--- config.mk ---
export PLATFORM = sky130hd
export DESIGN_NAME = instr_fetch_unit
export DESIGN_NICKNAME = d
export VERILOG_FILES = /design/src/rtl/instr_fetch_unit.sv
export SDC_FILE = /design/constraint.sdc
export NUM_CORES = 1
export LEC_CHECK = 0
export BUFFER_PORTS_ARGS = -buffer_cell sky130_fd_sc_hd__buf_2
export CORE_ASPECT_RATIO = 0.9
export CORE_MARGIN = 8
export CORE_UTILIZATION = 53
export DETAILED_ROUTE_END_ITERATION = 12
export GPL_TIMING_DRIVEN = 0
export PLACE_DENSITY_LB_ADDON = 0.2
export SETUP_SLACK_MARGIN = 0.2
export SLEW_MARGIN = 20
export SYNTH_ARGS = -nofsm -noshare
export SYNTH_HDL_FRONTEND = slang
export SYNTH_SLANG_ARGS = --single-unit
export TNS_END_PERCENT = 20
--- constraint.sdc ---
create_clock -name clk -period 3.9 [get_ports clk]
set_input_delay 0.195 -clock clk [delete_from_list [all_inputs] [get_ports clk]]
set_output_delay 0.195 -clock clk [all_outputs]
set_load 0.05 [all_outputs]
--- src/rtl/instr_fetch_unit.sv ---
// Instruction fetch/issue sequencer for the GPP16 core. It walks a PC through a
// synchronous instruction memory and issues each instruction over a valid/ready handshake.
module instr_fetch_unit #(
  parameter int ADDR_W   = 8,
  parameter int INSTR_W  = 16,
  parameter int RESET_PC = 0
) (
  input  logic               clk,
  input  logic               rst,
  input  logic               start,
  output logic               imem_en,
  output logic [ADDR_W-1:0]  imem_addr,
  input  logic [INSTR_W-1:0] imem_rdata,
  output logic               instr_valid,
  input  logic               instr_ready,
  output logic [INSTR_W-1:0] instr,
  output logic [4:0]         opcode,
  output logic [ADDR_W-1:0]  instr_pc,
  output logic               busy,
  output logic               halted,
  output logic [15:0]        issue_count
);

  localparam logic [4:0]        OP_HLT  = 5'd31;
  localparam logic [ADDR_W-1:0] PC_INIT = ADDR_W'(RESET_PC);

  typedef enum logic [2:0] {
    S_IDLE  = 3'd0,
    S_FETCH = 3'd1,
    S_WAIT  = 3'd2,
    S_ISSUE = 3'd3,
    S_HALT  = 3'd4
  } state_t;

  state_t              state_reg, state_next;
  logic [ADDR_W-1:0]   pc_reg;
  logic [INSTR_W-1:0]  instr_reg;
  logic [ADDR_W-1:0]   instr_pc_reg;
  logic [15:0]         count_reg;
  logic                accept;
  logic                is_halt;

  assign accept  = (state_reg == S_ISSUE) && instr_ready;
  assign is_halt = (instr_reg[INSTR_W-1 -: 5] == OP_HLT);

  always_ff @(posedge clk) begin
    if (rst) begin
      state_reg <= S_IDLE;
    end else begin
      state_reg <= state_next;
    end
  end

  always_comb begin
    state_next = state_reg;
    case (state_reg)
      S_IDLE:  if (start) state_next = S_FETCH;
      S_FETCH: state_next = S_WAIT;
      S_WAIT:  state_next = S_ISSUE;
      S_ISSUE: if (accept) state_next = is_halt ? S_HALT : S_FETCH;
      S_HALT:  state_next = S_HALT;
      default: state_next = S_IDLE;
    endcase
  end

  // Read data is only captured in WAIT, so a reset there simply drops the pending word.
  always_ff @(posedge clk) begin
    if (rst) begin
      pc_reg       <= PC_INIT;
      instr_reg    <= '0;
      instr_pc_reg <= '0;
      count_reg    <= '0;
    end else begin
      if (state_reg == S_WAIT) begin
        instr_reg    <= imem_rdata;
        instr_pc_reg <= pc_reg;
      end
      if (accept) begin
        if (!is_halt) pc_reg <= pc_reg + ADDR_W'(1);
        if (count_reg != 16'hFFFF) count_reg <= count_reg + 16'd1;
      end
    end
  end

  always_comb begin
    imem_en     = 1'b0;
    instr_valid = 1'b0;
    busy        = 1'b0;
    halted      = 1'b0;
    case (state_reg)
      S_FETCH: begin
        imem_en = 1'b1;
        busy    = 1'b1;
      end
      S_WAIT:  busy = 1'b1;
      S_ISSUE: begin
        instr_valid = 1'b1;
        busy        = 1'b1;
      end
      S_HALT:  halted = 1'b1;
      default: ;
    endcase
  end

  assign imem_addr   = pc_reg;
  assign instr       = instr_reg;
  assign opcode      = instr_reg[INSTR_W-1 -: 5];
  assign instr_pc    = instr_pc_reg;
  assign issue_count = count_reg;

endmodule

Word-level counts from Yosys, hierarchy flattened
Index checks and enable logic that the tools add are counted.
{"block": "classes", "bitwise_logic": 1, "n_eq_ne": 8, "reduce_logical": 6, "muxes": 8, "addsub": 2}
{"operator": "$add A16 B1 Y16 const B", "count": 1}
{"operator": "$ne A16 B16 Y1 const B", "count": 1}
{"operator": "$pmux W3 S5", "count": 1}
{"operator": "$mux W3", "count": 3}
{"operator": "$add A8 B1 Y8 const B", "count": 1}
{"operator": "$eq A3 B2 Y1 const B", "count": 2}
{"operator": "$reduce_and A2 Y1", "count": 3}
{"operator": "$eq A5 B5 Y1 const B", "count": 1}
{"operator": "$mux W1", "count": 4}
{"operator": "$ne A2 B2 Y1 const B", "count": 2}
{"operator": "$eq A3 B1 Y1 const B", "count": 1}
{"operator": "$eq A3 B3 Y1 const B", "count": 1}
{"operator": "$logic_not A3 Y1", "count": 1}
{"operator": "$reduce_or A3 Y1", "count": 1}
{"operator": "$logic_and A1 B1 Y1", "count": 1}
{"operator": "$not A1 Y1", "count": 1}
{"block": "word_totals", "register_bits": 51, "elab_cells": 30, "input_bits": 20, "out_inout_bits": 57}

Depth between registers and ports, before layout
Gate-level depths: netlist of the first run.
{"block": "depth", "ltp_word": 4, "mapped_depth": 7, "depth_no_buf": 5}

Least setup slack after synthesis of the first run
Ideal clock, no wire load.
{"block": "synth_timing", "path_kind": "flip-flop to flip-flop", "startpoint": "reg count_reg[9], in the netlist issue_count[9]", "endpoint": "reg count_reg[15], in the netlist issue_count[15]", "setup_slack_ns": 1.917, "period_less_slack_ns": 1.983, "path_stages_with_launch": 5, "path_buffers": 0, "required_ns": 3.779, "setup_time_ns": 0.121, "arrival_time_ns": 1.863, "cell_sequence": "dfxtp_1 > nand4_4 > or2_1 > nor4_1 > mux2_2"}
{"block": "synth_via", "elab_chain_cells": 2, "word_cells_on_any_way": 3, "classes_between": "add/sub: 1; eq/ne: 1; reduce/logical: 1"}
{"item": "start, declared", "line_no": "39", "rtl": "logic [15:0] count_reg;"}
{"item": "start signal, assigned", "line_no": "80", "rtl": "if (count_reg != 16'hFFFF) count_reg <= count_reg + 16'd1;"}
{"item": "parallel branches: the longest is 2 deep, another holds $add A16 B1 Y16"}
Several ways; the timed one is not identified.
A chain may end at the register's enable or synchronous reset.

Worst setup path in the final report of the first run
{"block": "layout_timing", "startpoint": "reg state_reg[1]", "endpoint": "reg count_reg[11], in the netlist issue_count[11]"}
{"block": "layout_via", "elab_chain_cells": 3}
{"item": "start, declared", "line_no": "35", "rtl": "state_t state_reg, state_next;"}
{"item": "start signal, assigned", "line_no": "50", "rtl": "state_reg <= state_next;"}
{"item": "$eq A3 B2 Y1", "line_no": "43", "rtl": "assign accept = (state_reg == S_ISSUE) && instr_ready;"}
{"item": "$logic_and A1 B1 Y1", "line_no": "43"}
{"item": "$reduce_and A2 Y1 (no line)"}
No other way between the ends.

==> results of run 1 <==
final timing paths:
kind,from,endpoint,slack (ps),cells after the start
worst min register to register,instr[9],instr[9],450,2
worst max register to register,state_reg[1],issue_count[11],2060,6
worst max-delay path,state_reg[1],issue_count[11],2060,6
worst min-delay path,imem_rdata[4],instr[4],120,3
metal layers:
metal,vias up,track usage [%]
li1,1116,-
met1,1003,20.9
met4,0,5.15
met5,-,0
met2,86,28.1
met3,8,6.24
cell type report:
cell class,instances,area share [%]
plain buffers,23,4.31
flip-flops and latches,51,36.3
repair buffers,75,13.3
multi-input cells,195,39.4
inverters,4,0.533
clock buffers,5,2.44
well taps,48,2.13
clock inverters,3,1.55
where the power goes:
group	internal, W	switching [W]
registers	0.000534	0.00000908
clock network	0.000191	0.000174
logic	0.0000394	0.000116
per-stage QoR:
stage / utilization, % / hold slack (ps) / power [W] / setup WS [ps] / instance area, um^2
4_1_cts: 68.7 / 110 / 0.00107 / 2050 / 2820
5_1_grt: 68.7 / 116 / 0.00110 / 1880 / 2820
3_3_place_gp: 65.9 / 436 / 0.000709 / 2090 / 2700
2_1_floorplan: - / 331 / 0.000670 / 1920 / 2270
3_5_place_dp: 65.9 / 443 / 0.000711 / 2080 / 2700
6_report: 68.7 / 116 / 0.00106 / 2060 / 2820
worst min-delay path, cell delays in order:
cell     delay [ps]
buf_2            90
nand2_1          40
a21oi_1          50
cells in the mapped netlist, types with 5 or more instances:
cell type and count:
nand2_1 57, nand3_1 8, dfxtp_1 51, o21ai_0 5, o31ai_1 5, clkbuf_1 12
nor2_1 19, xnor2_1 8, buf_4 6, or3_1 5, nand4_1 5, a21oi_1 38
cells by family (layout without fill, tap and decap cells):
group,count (synthesis),after routing,share of synthesized area [%]
buffers and inverters,27,110,6.01
adders and majority gates,2,2,1.10
AOI/OAI and AO/OA,58,58,16.0
and+or+nand+nor,123,123,27.0
muxes,3,3,1.43
xor gates and xnor gates,9,9,3.48
DFF,51,51,45.0
==> impl_metrics.json, run 1 <==
{
  "outcome": "completed",
  "die_y_um": 78.1,
  "power.density_cell_area_nw_per_um2": 378,
  "cts_max_path_buffers": 2,
  "worst_path_max_stage_delay_ps": 400,
  "viasPerCell": 5.48,
  "initial_core_util_pct": 55.3,
  "synth_area_um2": 2270,
  "final.period_utilization_pct": 47.3,
  "postSynthNetCount": 295,
  "h-tree-depth": 2,
  "leakagePower_nw": 1.20,
  "port_buffers": 75,
  "ctsHoldBuffers": 0,
  "detailed_place_hpwl_um": 4180,
  "layout_common_cells": "78 x buf_2, 57 x nand2_1, 51 x dfxtp_1, 38 x a21oi_1, 19 x nor2_1",
  "wl_met2_um": 2570,
  "worstPathMaxFanout": 10,
  "wl_met1_um": 2530,
  "crit_buf_inv": 2,
  "synth.yosys.seq_area_share_pct": 45.0,
  "rsz0062_at_grt": "no",
  "first_global_vias": 2115,
  "drive_above_1_share_pct": 28.7,
  "register_area_um2": 1020,
  "min_period_ps": 1840,
  "syn-mean-instance-area_um2": 8.31,
  "timing.critical_path.max_delay_family": "simple AND/OR/NAND/NOR gates",
  "drt_drc_violations_left": 0,
  "timing.critical_path.slowest_stage_cell": "nor4_1",
  "routed-via-count": 2213,
  "cp_cell_sequence": "buf_2, and4b_1, buf_4, nand2_1, nor4_1, mux2_2",
  "master_cell_of_the_clock_root_buffer": "clkbuf_8",
  "ant_nets": 0,
  "final_slew_violations": 0,
  "floorplan.die.width_um": 85.0,
  "most_area_consuming_cells_after_synthesis": "dfxtp_1 45%, nand2_1 9.4%, a21oi_1 8.4%",
  "fillerInstances": 346,
  "critPathCaptureType": "flop",
  "tritoncts": "done",
  "area.growth.synth_to_final_pct": 24.2,
  "routedWlPerCell_um": 13.9,
  "drt-total-wl_um": 5630,
  "yosys.cell_types.count": 43,
  "slew_headroom_pct": 63.6,
  "holdCritPathClass": "in2reg",
  "antenna_cells": 0,
  "nets": 377,
  "worstSkewPairLatency_ps": 310,
  "post_synth_inst_count": 273,
  "final_hold_viols": 0,
  "path_clk_slew_ps": 90,
  "globalplace.congestion": 0.821,
  "number_of_enable_type_register_cells_in_the_synthesized_netlist": 0,
  "vdd.ir_drop.worst_mv": 0.210,
  "groute.usage.overall_pct": 17.3,
  "postCtsSetupBuffers": 0,
  "die_area_um2": 6630,
  "dp.cells": 396,
  "grt_antenna_before_repair": 0,
  "fmax_mhz": 543,
  "synth_top_flop_cell": "dfxtp_1",
  "row_count": 22,
  "synth.yosys.warnings": 0,
  "synthDominantAreaCellType": "dfxtp_1",
  "worst_ep_arrival_time_ps": 2050,
  "numClockSinks": 51,
  "totalNegativeSetupSlack_ps": 0,
  "cts.repair.resized": 0,
  "detailroute.wirelength.met3_um": 462,
  "synthArstFlopShare_pct": 0,
  "numCtsBuffers": 5,
  "synth_top_cell_area_share_pct": 45.0,
  "grt_pass1_wl_um": 9670,
  "worstSetupPathType": "reg2reg",
  "area_inside_the_core_boundary_um2": 4100,
  "globalRouteOverflowTotal": 0,
  "post_layout_nonfiller_instances": 404,
  "mostFrequentLayoutCell": "buf_2",
  "top_layer_used": "met4",
  "cp.required_ps": 4100,
  "floorplan.io_pins": 77,
  "first_iter_violations": 150,
  "multi_input_comb_area_um2": 1110,
  "finalSetupViolCount": 0,
  "drt_first_pass_iters": 4,
  "cap_violations": 0,
  "largest_net_degree_at_the_start_of_global_routing": 17,
  "finalClockSkew_ps": 6.51,
  "synth.ff_latch_count": 51,
  "tightest_slew_ps": 532,
  "crit_path_start_kind": "flop"
}
Power figures use the tool's default switching activity.
==> run 2, diff against run 1 <==
--- a/config.mk
+++ b/config.mk
@@ -5,10 +5,11 @@
 export SDC_FILE = /design/constraint.sdc
 export NUM_CORES = 1
 export LEC_CHECK = 0
+export ABC_AREA = 1
 export BUFFER_PORTS_ARGS = -buffer_cell sky130_fd_sc_hd__buf_2
 export CORE_ASPECT_RATIO = 0.9
 export CORE_MARGIN = 8
-export CORE_UTILIZATION = 53
+export CORE_UTILIZATION = 51
 export DETAILED_ROUTE_END_ITERATION = 12
 export GPL_TIMING_DRIVEN = 0
 export PLACE_DENSITY_LB_ADDON = 0.2
==> constraint.sdc (replaced) <==
create_clock -name clk -period 1.83 [get_ports clk]
set_input_delay 0.0915 -clock clk [delete_from_list [all_inputs] [get_ports clk]]
set_output_delay 0.0915 -clock clk [all_outputs]
set_load 0.05 [all_outputs]
==> run 2 against run 1 <==
Worst hold slack worse by 110 ps. Clock power increased by 90%. Wire length increased by 8.9%. Fmax is 18% higher. Highest routed layer unchanged. Area after synthesis is 9.8% higher. Core utilization is 3.3 points lower. Global-route usage decreased by 0.20 points. Die area up 11%. Setup slack got worse by 1800 ps. Final cell count rose by 22%. Sequential power grew 130%. Flip-flop and latch count did not move.
==> impl_metrics.json, run 2 <==
{
  "totalNegativeSetupSlack_ps": 0,
  "syn-mean-instance-area_um2": 7.32,
  "synth_top_flop_cell": "dfxtp_1",
  "post_synth_inst_count": 340,
  "port_buffers": 75,
  "worstHoldPathCells": 3,
  "mostFrequentLayoutCell": "buf_2",
  "h-tree-depth": 2,
  "vdd.ir_drop.worst_mv": 0.595,
  "row_count": 24,
  "numCtsBuffers": 5,
  "cp_cell_sequence": "ha_4, nand2_1, nor2_2, nand2_2, o21ai_4, buf_2, nand2_1, a21oi_2",
  "most_area_consuming_cells_after_synthesis": "dfxtp_1 41%, nor2_1 10%, nand2_1 8.6%",
  "fmax_mhz": 642,
  "globalRouteOverflowTotal": 0,
  "worst_ep_arrival_time_ps": 1780,
  "leakagePower_nw": 1.46,
  "synth.ff_latch_count": 51,
  "drt-total-wl_um": 6130,
  "worstSetupPathType": "reg2reg",
  "cap_violations": 0,
  "largest_net_degree_at_the_start_of_global_routing": 17,
  "synth.yosys.warnings": 0,
  "master_cell_of_the_clock_root_buffer": "clkbuf_8",
  "fin_ws_ps": 273,
  "crit_path_start_kind": "flop",
  "register_area_um2": 1040,
  "worstSkewPairLatency_ps": 300,
  "wl_met2_um": 2810,
  "timing.hold.worst.start": "imem_rdata[3]",
  "grt_pass1_wl_um": 10100,
  "first_iter_violations": 112,
  "worstPathMaxFanout": 5,
  "wl_met1_um": 2880,
  "numClockSinks": 51,
  "multi_input_comb_area_um2": 1260,
  "groute.usage.overall_pct": 17.1,
  "grt_antenna_before_repair": 0,
  "ant_nets": 0,
  "viasPerCell": 4.81,
  "finalSetupViolCount": 0,
  "path_clk_slew_ps": 100,
  "first_global_vias": 2248,
  "timing.reg2reg.worst_path_depth": 8,
  "synthArstFlopShare_pct": 0,
  "detailroute.wirelength.met3_um": 404,
  "worstReg2RegStart": "issue_count[0]",
  "drive_above_1_share_pct": 34.7,
  "area.growth.synth_to_final_pct": 25.3,
  "die_area_um2": 7380,
  "finalClockSkew_ps": 8.48,
  "power.density_cell_area_nw_per_um2": 828,
  "final_hold_viols": 0,
  "rr_endpoint": "issue_count[11]",
  "globalplace.congestion": 0.848,
  "final.period_utilization_pct": 85.1,
  "synth.cells.most_frequent": "68 x nor2_1, 57 x nand2_1, 51 x dfxtp_1, 28 x inv_1, 28 x o21ai_0",
  "cts_max_path_buffers": 2,
  "pre_cts_ws_ps": 249,
  "routed-via-count": 2366,
  "yosys.cell_types.count": 29,
  "final_slew_violations": 0,
  "floorplan.die.width_um": 89.7,
  "antenna_cells": 0,
  "r2r_slack_ps": 270,
  "top_layer_used": "met4",
  "critPathCaptureType": "flop",
  "timing.critical_path.mode_cell": "nand2_1",
  "worst_path_max_stage_delay_ps": 390,
  "initial_core_util_pct": 52.1,
  "timing.critical_path.slowest_stage_cell": "dfxtp_4",
  "detailed_place_hpwl_um": 4680,
  "outcome": "completed",
  "synth.yosys.seq_area_share_pct": 41.0,
  "synth_top_cell_area_share_pct": 41.0,
  "min_period_ps": 1560,
  "hold_end": "instr[3]",
  "rsz0062_at_grt": "no",
  "postSynthNetCount": 362,
  "tightest_slew_ps": 709,
  "slew_headroom_pct": 52.8,
  "post-synth-top-count-cell": "nor2_1",
  "synthDominantAreaCellType": "dfxtp_1",
  "holdCritPathClass": "in2reg",
  "cp.required_ps": 2060,
  "routedWlPerCell_um": 12.5,
  "area_inside_the_core_boundary_um2": 4770,
  "floorplan.io_pins": 77,
  "number_of_enable_type_register_cells_in_the_synthesized_netlist": 0,
  "tritoncts": "done",
  "nets": 448,
  "synth_area_um2": 2490,
  "die_y_um": 82.3,
  "drt_first_pass_iters": 4,
  "layout_common_cells": "77 x buf_2, 68 x nor2_1, 57 x nand2_1, 38 x dfxtp_1",
  "drt_drc_violations_left": 0,
  "fillerInstances": 435
}
-- run 2: cell count changes after synthesis, moves of 11 or more --
cell | before | now
nand2_2 | 0 | 14
inv_1 | 4 | 28
a21oi_1 | 38 | 15
a21oi_2 | 0 | 11
nor2_1 | 19 | 68
o21ai_0 | 5 | 28
-- run 2: per-stage QoR --
| stage | power, W | instances | utilization [%] | hold WS [ps] | area (um^2) |
|---|---|---|---|---|---|
| final | 0.00258 | 492 | 65.4 | 2.79 | 3120 |
| after CTS | 0.00259 | 488 | 64.3 | 2.13 | 3070 |
| after global placement | 0.00190 | 480 | 62.3 | 311 | 2970 |
| after global routing | 0.00270 | 492 | 65.4 | 0.508 | 3120 |
| after floorplan | 0.00175 | 340 | - | 226 | 2520 |
| after detailed placement | 0.00191 | 480 | 62.3 | 319 | 2970 |
-- run 2: what timing repair did --
| item | CTS | global route |
|---|---|---|
| hold buffers | 0 | 2 |
| buffers inserted | 0 | 1 |
| resized for setup | 0 | 3 |
| hold endpoints to repair | 0 | 2 |
| setup endpoints to repair | 0 | 26 |
-- run 2: area by class of cell --
class	instances	area share, %
buffer	17	3.69
clock buffer	6	2.65
clock inverter	2	0.481
inverter	30	3.69
multi-input combinational	242	40.4
sequential	51	33.4
tap	65	2.61
timing repair buffer	79	13.1
-- run 2: worst max path at each step --
stage	slack, ps	start	end	cells after the start
CTS	230	issue_count[0]	issue_count[5]	8
finish	270	issue_count[0]	issue_count[11]	8
global placement	270	issue_count[0]	issue_count[3]	8
floorplan	210	issue_count[13]	issue_count[10]	8
global route	190	issue_count[0]	issue_count[11]	8
detailed placement	250	issue_count[0]	issue_count[5]	8
-- run 2: report_power, final --
group / internal [W] / switching, W / leakage (nW) / total, W
Clock: 0.000311 / 0.000381 / 0.0517 / 0.000692
Sequential: 0.00118 / 0.0000464 / 0.422 / 0.00123
Combinational: 0.000165 / 0.000501 / 0.991 / 0.000665
-- run 2: worst max-delay path, delay by kind of cell, from the launching register on --
family	cells	cell delay, ps
flops	1	390
buf+inv	1	200
fa+ha+maj	1	150
simple gates	4	440
compound gates	2	300
-- run 2: cell families (layout without fill, tap and decap cells) --
logic type / count (synthesis) / after routing / share of synthesized area [%]
simple gates: 173 / 173 / 31.7
compound gates: 57 / 57 / 13.6
flops: 51 / 51 / 41.0
buf+inv: 47 / 134 / 9.25
xor+xnor: 10 / 10 / 3.52
fa+ha+maj: 2 / 2 / 1.00
-- run 2: routing by layer --
layer | vias up | global-route usage [%]
met5 | - | 0
met4 | 0 | 3.48
met3 | 5 | 4.75
met2 | 56 | 27.5
met1 | 1059 | 22.3
li1 | 1246 | -
